<file path="config.mk">
export PLATFORM = sky130hd
export DESIGN_NAME = spi_rx_flat
export DESIGN_NICKNAME = d
export VERILOG_FILES = /design/src/rtl/spi_rx_pkg.sv /design/src/rtl/spi_rx_if.sv /design/src/rtl/spi_rx_fifo.sv /design/src/rtl/spi_rx.sv /design/src/flat_wrapper.sv
export SDC_FILE = /design/constraint.sdc
export NUM_CORES = 1
export LEC_CHECK = 0
export BUFFER_PORTS_ARGS = -buffer_cell sky130_fd_sc_hd__buf_4
export CORE_AREA = 2 2 72 74
export CTS_CLUSTER_DIAMETER = 60
export CTS_CLUSTER_SIZE = 20
export DETAILED_ROUTE_END_ITERATION = 8
export DIE_AREA = 0 0 74 76
export PLACE_DENSITY_LB_ADDON = 0.12
export REMOVE_ABC_BUFFERS = 1
export SETUP_SLACK_MARGIN = 0.3
export SLEW_MARGIN = 20
export SYNTH_ARGS = -nofsm -noshare
export SYNTH_HDL_FRONTEND = slang
export SYNTH_SLANG_ARGS = --single-unit
export TNS_END_PERCENT = 5
</file>
<file path="constraint.sdc">
create_clock -name clk -period 3.6 [get_ports clk]
set_clock_uncertainty 0.05 [all_clocks]
set_input_delay 0.54 -clock clk [delete_from_list [all_inputs] [get_ports clk]]
set_output_delay 0.54 -clock clk [all_outputs]
set_load 0.005 [all_outputs]
</file>
<file path="src/rtl/spi_rx_pkg.sv">
// Shared constants and types for the SPI receive block: field layout of the
// CPU-visible status word, command bits, FSM encoding and bus address.
package spi_rx_pkg;

  localparam int unsigned DEPTH = 4;

  localparam int unsigned BYTE_LSB  = 0;
  localparam int unsigned DC_BIT    = 8;
  localparam int unsigned VALID_BIT = 9;
  localparam int unsigned OVR_BIT   = 10;
  localparam int unsigned FERR_BIT  = 11;

  localparam int unsigned WDATA_POP = 0;
  localparam int unsigned WDATA_CLR = 1;

  localparam logic [31:0] SPI_RX_ADDR = 32'hff20;

  typedef enum logic {
    StIdle  = 1'b0,
    StShift = 1'b1
  } state_e;

  // {dc, byte[7:0]}
  typedef logic [8:0] entry_t;

endpackage

</file>
<file path="src/rtl/spi_rx_if.sv">
// Pin and CPU-side signals of the SPI receiver, bundled for the top level.
interface spi_rx_if;
  logic        sck_in;
  logic        cs_in_;
  logic        sdi_in;
  logic        dc_in;
  logic        we;
  logic [1:0]  wdata;
  logic [31:0] rdata;

  modport slave (
    input  sck_in, cs_in_, sdi_in, dc_in, we, wdata,
    output rdata
  );

  modport master (
    output sck_in, cs_in_, sdi_in, dc_in, we, wdata,
    input  rdata
  );
endinterface

</file>
<file path="src/rtl/spi_rx_fifo.sv">
// Circular buffer of received {dc, byte} entries. A push while full is dropped
// and flagged, unless a pop in the same cycle makes room.
module spi_rx_fifo
  import spi_rx_pkg::*;
#(
  parameter int unsigned Depth = DEPTH,
  localparam int unsigned CntW = $clog2(Depth + 1)
) (
  input  logic            clk_i,
  input  logic            rst_i,
  input  logic            push_i,
  input  entry_t          push_data_i,
  input  logic            pop_i,
  output entry_t          head_o,
  output logic [CntW-1:0] count_o,
  output logic            overflow_o
);

  localparam int unsigned PtrW = $clog2(Depth);

  entry_t            mem_q [Depth];
  logic [PtrW-1:0]   wr_ptr_q, rd_ptr_q;
  logic [CntW-1:0]   count_q;
  logic              full, empty, do_push, do_pop;

  always_comb begin
    full       = (count_q == CntW'(Depth));
    empty      = (count_q == '0);
    do_pop     = pop_i && !empty;
    do_push    = push_i && (!full || do_pop);
    overflow_o = push_i && full && !do_pop;
    head_o     = empty ? '0 : mem_q[rd_ptr_q];
    count_o    = count_q;
  end

  always_ff @(posedge clk_i or posedge rst_i) begin
    if (rst_i) begin
      wr_ptr_q <= '0;
      rd_ptr_q <= '0;
      count_q  <= '0;
    end else begin
      if (do_push) wr_ptr_q <= wr_ptr_q + PtrW'(1);
      if (do_pop)  rd_ptr_q <= rd_ptr_q + PtrW'(1);
      unique case ({do_push, do_pop})
        2'b10:   count_q <= count_q + CntW'(1);
        2'b01:   count_q <= count_q - CntW'(1);
        default: count_q <= count_q;
      endcase
    end
  end

  // Storage needs no reset: empty entries are masked on the head output.
  always_ff @(posedge clk_i) begin
    if (do_push) mem_q[wr_ptr_q] <= push_data_i;
  end

endmodule

</file>
<file path="src/rtl/spi_rx.sv">
// Mode 3 SPI slave receiver: synchronizes the pins, assembles MSB-first bytes
// with their D/C flag and queues them for the CPU, with sticky error flags.
module spi_rx
  import spi_rx_pkg::*;
#(
  parameter int unsigned Depth = DEPTH
) (
  input logic     clk,
  input logic     reset,
  spi_rx_if.slave bus
);

  localparam int unsigned CntW = $clog2(Depth + 1);

  logic sck_s1_q, sck_s2_q, sck_s3_q;
  logic cs_s1_q, cs_s2_q, sdi_s1_q, sdi_s2_q, dc_s1_q, dc_s2_q;

  state_e      state_q;
  logic [2:0]  bitcnt_q;
  logic [6:0]  shreg_q;
  logic        ferr_q, ovr_q;

  logic            rise, push, ferr_set, pop, clr, overflow;
  entry_t          push_data, head;
  logic [CntW-1:0] count;

  always_comb begin
    rise      = sck_s2_q & ~sck_s3_q;
    push      = (state_q == StShift) && rise && (bitcnt_q == 3'd7);
    push_data = {dc_s2_q, shreg_q, sdi_s2_q};
    // A rise coinciding with cs deassertion counts before the partial-byte test.
    ferr_set  = (state_q == StShift) && cs_s2_q &&
                (rise ? (bitcnt_q != 3'd7) : (bitcnt_q != 3'd0));
    pop       = bus.we && bus.wdata[WDATA_POP];
    clr       = bus.we && bus.wdata[WDATA_CLR];
  end

  always_ff @(posedge clk or posedge reset) begin
    if (reset) begin
      sck_s1_q <= 1'b1;
      sck_s2_q <= 1'b1;
      sck_s3_q <= 1'b1;
      cs_s1_q  <= 1'b1;
      cs_s2_q  <= 1'b1;
      sdi_s1_q <= 1'b0;
      sdi_s2_q <= 1'b0;
      dc_s1_q  <= 1'b0;
      dc_s2_q  <= 1'b0;
      state_q  <= StIdle;
      bitcnt_q <= '0;
      shreg_q  <= '0;
    end else begin
      sck_s1_q <= bus.sck_in;
      sck_s2_q <= sck_s1_q;
      sck_s3_q <= sck_s2_q;
      cs_s1_q  <= bus.cs_in_;
      cs_s2_q  <= cs_s1_q;
      sdi_s1_q <= bus.sdi_in;
      sdi_s2_q <= sdi_s1_q;
      dc_s1_q  <= bus.dc_in;
      dc_s2_q  <= dc_s1_q;
      unique case (state_q)
        StIdle: begin
          if (!cs_s2_q) begin
            state_q  <= StShift;
            bitcnt_q <= '0;
          end
        end
        StShift: begin
          if (rise) begin
            shreg_q  <= {shreg_q[5:0], sdi_s2_q};
            bitcnt_q <= bitcnt_q + 3'd1;
          end
          if (cs_s2_q) state_q <= StIdle;
        end
        default: state_q <= StIdle;
      endcase
    end
  end

  always_ff @(posedge clk or posedge reset) begin
    if (reset) begin
      ferr_q <= 1'b0;
      ovr_q  <= 1'b0;
    end else begin
      if (ferr_set)  ferr_q <= 1'b1;
      else if (clr)  ferr_q <= 1'b0;
      if (overflow)  ovr_q  <= 1'b1;
      else if (clr)  ovr_q  <= 1'b0;
    end
  end

  spi_rx_fifo #(
    .Depth (Depth)
  ) u_fifo (
    .clk_i       (clk),
    .rst_i       (reset),
    .push_i      (push),
    .push_data_i (push_data),
    .pop_i       (pop),
    .head_o      (head),
    .count_o     (count),
    .overflow_o  (overflow)
  );

  always_comb begin
    bus.rdata                   = '0;
    bus.rdata[BYTE_LSB +: 8]    = head[7:0];
    bus.rdata[DC_BIT]           = head[8];
    bus.rdata[VALID_BIT]        = (count != '0);
    bus.rdata[OVR_BIT]          = ovr_q;
    bus.rdata[FERR_BIT]         = ferr_q;
  end

endmodule
</file>
<file path="src/flat_wrapper.sv">
// flat-port wrapper written by rule: the top's interface ports become plain ports
module spi_rx_flat import spi_rx_pkg::*;
#(
  parameter int unsigned Depth = DEPTH
)
  (clk, reset, bus_sck_in, bus_cs_in_, bus_sdi_in, bus_dc_in, bus_we, bus_wdata, bus_rdata);
  spi_rx_if bus_i ();
  input logic clk;
  input logic reset;
  input wire logic [$bits(bus_i.sck_in)-1:0] bus_sck_in;
  input wire logic [$bits(bus_i.cs_in_)-1:0] bus_cs_in_;
  input wire logic [$bits(bus_i.sdi_in)-1:0] bus_sdi_in;
  input wire logic [$bits(bus_i.dc_in)-1:0] bus_dc_in;
  input wire logic [$bits(bus_i.we)-1:0] bus_we;
  input wire logic [$bits(bus_i.wdata)-1:0] bus_wdata;
  output wire logic [$bits(bus_i.rdata)-1:0] bus_rdata;
  assign bus_i.sck_in = bus_sck_in;
  assign bus_i.cs_in_ = bus_cs_in_;
  assign bus_i.sdi_in = bus_sdi_in;
  assign bus_i.dc_in = bus_dc_in;
  assign bus_i.we = bus_we;
  assign bus_i.wdata = bus_wdata;
  assign bus_rdata = bus_i.rdata;
  spi_rx #(.Depth(Depth)) u_core (.clk(clk), .reset(reset), .bus(bus_i));
endmodule
</file>
* Word-level counts from Yosys, hierarchy flattened
Memories as Yosys holds them, arrays and structs flattened.
Cells that the tools add are included.
** Storage, ports and cells
- Word-level logic and storage cells :: 67
- Output and inout bits :: 32
- Input bits :: 9
- Bits in registers :: 29
- Memories kept :: 1
- Bits in writable memories :: 36
** Memories
- u_core.u_fifo.mem_q :: depth 4, bits a word 9, rd ports 1, clocked after Yosys merged registers in 0, write ports 1, line spi_rx_fifo.sv:21 : entry_t mem_q [Depth];
** Cells by class
- Add/sub/neg operators :: 5
- Eq/ne operators :: 7
- Bitwise logic cells :: 3
- Mux-type cells :: 12
- Reductions and logical operators :: 22
** Operators with widths (count)
- $pmux 3 s2 :: 2
- $logic_and 1x1->1 :: 10
- $mux 9 :: 1
- $mux 1 :: 7
- $add 3x1->3 const B :: 2
- $eq 3x3->1 const B :: 2
- $mux 3 :: 2
- $reduce_bool 2->1 :: 3
- $reduce_bool 3->1 :: 2
- $add 2x1->2 const B :: 2
- $ne 2x2->1 const B :: 2
- $reduce_and 2->1 :: 2
- $logic_not 1->1 :: 3
- $logic_not 3->1 :: 1
- $ne 3x3->1 const B :: 1
- $sub 3x1->3 const B :: 1
- $eq 2x1->1 const B :: 1
- $eq 2x2->1 const B :: 1
- $not 1->1 :: 2
- $and 1x1->1 :: 1
- $logic_or 1x1->1 :: 1

* Depth between registers and ports, before layout
- Depth after elaboration :: 7
- Mapped depth :: 9

* Modules after synthesis
A second synthesis with hierarchy kept.
** Second synthesis, totals
- Cells, all modules :: 176
- Area total of the unflattened synthesis :: 2825.2 um2
** By module, submodules not included
- spi_rx_fifo :: cells an instance 96, seq. area each 1256.2 um2, times used 1, area each 1808.0 um2
- spi_rx :: cells an instance 80, seq. area each 556.8 um2, times used 1, area each 1017.2 um2

* Least setup slack after synthesis
No wires, ideal clock.
- Path kind :: flip-flop to flip-flop
- From :: register u_core.bitcnt_q[0]
- To :: register u_core.u_fifo.count_q[2] (netlist: u_core.u_fifo.count_o[2])
- Cell stages (with the launch flop) :: 10
- Path slack :: 1.246 ns
- Required time :: 3.412 ns
- Clock period less this slack :: 2.354 ns
- Arrival time :: 2.165 ns
- Cell sequence :: dfrtp_1 -> ha_1 -> ha_1 -> nand4b_2 -> buf_4 -> nand2_1 -> fa_1 -> or3b_1 -> a32oi_1 -> o211ai_1
** Between the ends
- Longest elaborated chain between the ends :: 5
- Elaborated cells on any way between the ends :: 7
- Classes of those cells :: eq/ne (3); mux (1); reduce/logical (3)
** Ends and longest elaborated chain
- start: declaration :: line spi_rx.sv:19 : logic [2:0] bitcnt_q;
- start signal: assignment :: line spi_rx.sv:72 : bitcnt_q <= bitcnt_q + 3'd1;
- $eq 3x3->1 * :: line spi_rx.sv:29 : push = (state_q == StShift) && rise && (bitcnt_q == 3'd7);
- $logic_and 1x1->1 * :: line spi_rx.sv:29
- $logic_and 1x1->1 * :: line spi_rx_fifo.sv:30 : do_push = push_i && (!full || do_pop);
- $eq 2x1->1 / $eq 2x2->1 (equally long branches) :: line spi_rx_fifo.sv:44 : unique case ({do_push, do_pop})
- $pmux 3 s2 / $reduce_bool 2->1 (equally long branches)
- end signal: assignment :: line spi_rx_fifo.sv:45 : 2'b10: count_q <= count_q + CntW'(1);
- end signal: assignment :: line spi_rx_fifo.sv:46 : 2'b01: count_q <= count_q - CntW'(1);
- end signal: assignment :: line spi_rx_fifo.sv:47 : default: count_q <= count_q;
- end: declaration :: line spi_rx_fifo.sv:23 : logic [CntW-1:0] count_q;
Every way passes the cells marked *; elsewhere a longest branch is shown, timed or not.
A chain may end at the register's enable or synchronous reset.

* Worst setup path after layout
Ends and elaborated chain as after synthesis.

==> results.json <==
{
  "grt_usage_pct": 17.8,
  "tns_ns": 0,
  "antenna_found_initial": 0,
  "area.growth.synth_to_final_pct": 10.6,
  "critPathRequiredTime_ns": 3.75,
  "synth_warnings": 0,
  "die_h_um": 76,
  "post_drt_via_cell_ratio": 5.24,
  "start_util_pct": 57.8,
  "grt_first_pass_wirelength_um": 7200,
  "holdPathStages": 1,
  "vias": 1504,
  "hold_class": "in2reg",
  "postCtsHoldBufs": 0,
  "max-clock-path-buffers": 2,
  "crit_buf_inv": 0,
  "endpoint_kind": "register",
  "final.fill_count": 359,
  "cts_tree": "built",
  "r2r_start": "u_core.bitcnt_q[0]",
  "numCtsBuffers": 9,
  "r2r_end": "u_core.u_fifo.count_o[2]",
  "critPathLaunchType": "register",
  "ys_ff_latch": 65,
  "die_area_um2": 5620,
  "yosysUniqueCellTypes": 35,
  "leakage_uw": 0.00125,
  "gr-total-overflow": 0,
  "hold_viol": 0,
  "ys.flop_type": "edfxtp_1",
  "worstPathCellList": "ha_1 -> ha_1 -> nand4b_2 -> nand2_1 -> fa_1 -> or3b_1 -> a32oi_1 -> o211ai_1",
  "setup_viol": 0,
  "drtIter0Drc": 137,
  "syn_area_um2": 2840,
  "final_nets": 229,
  "fin_crit_ns": 2.60,
  "min_period_over_period_pct": 72.3,
  "layout_setup_ws_ns": 0.996,
  "io_pins": 41,
  "routedWlPerCell_um": 15.7,
  "maxCapViolCount": 0,
  "r2r_slack_ns": 1.0,
  "power_density_nw_per_um2": 665,
  "rows": 26,
  "clock_sinks": 65,
  "synth_edf_count": 36,
  "crit_top_cell": "ha_1",
  "die_width_um": 74,
  "root_buffer": "clkbuf_8",
  "ant_nets": 0,
  "holdCritStartpoint": "bus_dc_in",
  "postSynthAreaPerCell_um2": 15.1,
  "tightest_slew_ns": 0.877,
  "reg2reg_depth": 8,
  "drt_first_pass_iters": 4,
  "holdPathEnd": "u_core.dc_s1_q",
  "postCtsSetupBuffers": 0,
  "pre_cts_ws_ns": 1.03,
  "crit_arrival_ns": 2.76,
  "place_area_um2": 2970,
  "rsz0062_at_grt": "no",
  "clock.fmax_ghz": 0.384,
  "seq_area_um2": 1810,
  "stdcell_area_um2": 3140,
  "routed_wl_um": 4490,
  "ir_drop_uv": 298,
  "syn_inst": 188,
  "htree_levels": 3,
  "critical_path_class": "reg2reg",
  "finalMaxSlewViolations": 0,
  "multiInputGateArea_um2": 860,
  "dp_hpwl_um": 3080,
  "gp_routability_congestion": 0.749,
  "slowest_stage": "fa_1",
  "power.total_uw": 2090,
  "port_buffers": 20,
  "slew_headroom_pct": 41.5,
  "insertion_delay_ns": 0.33,
  "antenna_cells": 0,
  "outcome": "complete, no violations",
  "grt_max_degree": 24,
  "drive_gt1_share_pct": 27.6,
  "post_cts_resize_count": 0,
  "grt_pass1_vias": 1469,
  "synth-seq-area-share_pct": 63.8,
  "worst_path_largest_cell_delay_ns": 0.43,
  "coreArea_um2": 4910,
  "drc": 0,
  "async_reset_ff_share_pct": 44.6,
  "clk_pin_slew_worst_paths_ns": 0.07,
  "path_max_fanout": 11,
  "crit_family": "adder cells"
}
-- worst max-delay path by stage --
stage	from	to	slack, ns	cells after the start
floorplan	u_core.bitcnt_q[0]	u_core.u_fifo.count_o[2]	1.26	8
global placement	u_core.bitcnt_q[0]	u_core.u_fifo.count_o[2]	1.19	8
detailed placement	u_core.bitcnt_q[0]	u_core.u_fifo.count_o[2]	1.03	8
CTS	u_core.u_fifo.rd_ptr_q[0]	bus_rdata[2]	0.98	3
global route	u_core.u_fifo.rd_ptr_q[0]	bus_rdata[8]	0.90	3
finish	u_core.bitcnt_q[0]	u_core.u_fifo.count_o[2]	1.0	8
-- cell type report --
type                       count  share of cell area [%]
tap                           70                    2.79
inverter                      11                    1.31
multi-input combinational    103                    27.4
clock buffer                  14                    5.18
timing repair buffer          22                    5.26
clock inverter                 2                   0.398
sequential                    65                    57.7
-- stage by stage --
step / hold slack, ns / cells / util [%]
finish: 0.258 / 287 / 64.0
global placement: 0.283 / 271 / 60.4
floorplan: 0.281 / 179 / -
global route: 0.244 / 287 / 64.0
CTS: 0.251 / 287 / 64.0
detailed placement: 0.290 / 271 / 60.4
-- layer usage --
metal | part of all wire (%) | GRT usage [%]
met1 | 42 | 23.5
met2 | 51 | 26.6
met3 | 5.3 | 4.63
met4 | 2.0 | 10.2
met5 | 0 | 0
-- cell usage in the layout, fill, tap and decap left out, types with 4 or more instances in the layout --
master and count:
nor2b_1 9, inv_1 11, dfrtp_1 24, edfxtp_1 36
nand2_1 6, ha_1 7, dfstp_2 5, conb_1 20
clkbuf_8 11, nor2_1 5, and2_1 4, o21ai_0 5
mux4_2 9, mux2_2 8, xnor2_1 5, buf_4 22
-- cell usage after synthesis (2+ instances only) --
master	n	area share, %
edfxtp_1	36	38
buf_4	25	6.6
dfrtp_1	24	21
inv_1	11	1.5
mux4_2	9	7.1
nor2b_1	9	2.0
mux2_2	8	3.2
ha_1	7	3.1
nand2_1	6	0.79
dfstp_2	5	4.6
nor2_1	5	0.66
o21ai_0	5	0.88
xnor2_1	5	1.5
and2_1	4	0.88
clkbuf_1	3	0.40
nand3_1	3	0.53
a21oi_1	2	0.35
a22o_1	2	0.62
o211ai_1	2	0.53
o221ai_1	2	0.62
-- sequential cells by signal (all words and copies together) (netlist names), 2 cells and up --
register                cells
u_core.bitcnt_q             3
u_core.shreg_q              7
u_core.u_fifo.count_o       3
u_core.u_fifo.mem_q        36
u_core.u_fifo.rd_ptr_q      2
u_core.u_fifo.wr_ptr_q      2
-- kinds of logic (layout without fill, tap and decap cells) --
family                     after synthesis  count (layout)  share of synthesized area, %
other                                    1              20                         0.132
AOI/OAI and AO/OA                       17              17                          4.67
xor gates and xnor gates                 6               6                          1.85
adders and majority gates                8               8                          3.79
DFF                                     65              65                          63.8
buffers and inverters                   39              49                          8.45
and+or+nand+nor                         35              35                          7.00
muxes                                   17              17                          10.3
-- power breakdown --
part | leakage [µW] | internal (µW) | switching [µW] | total, µW
clock | 0.0000867 | 287 | 254 | 541
combinational | 0.000488 | 308 | 192 | 500
sequential | 0.000679 | 900 | 148 | 1050
No activity file was read; power rests on OpenSTA's default activity.
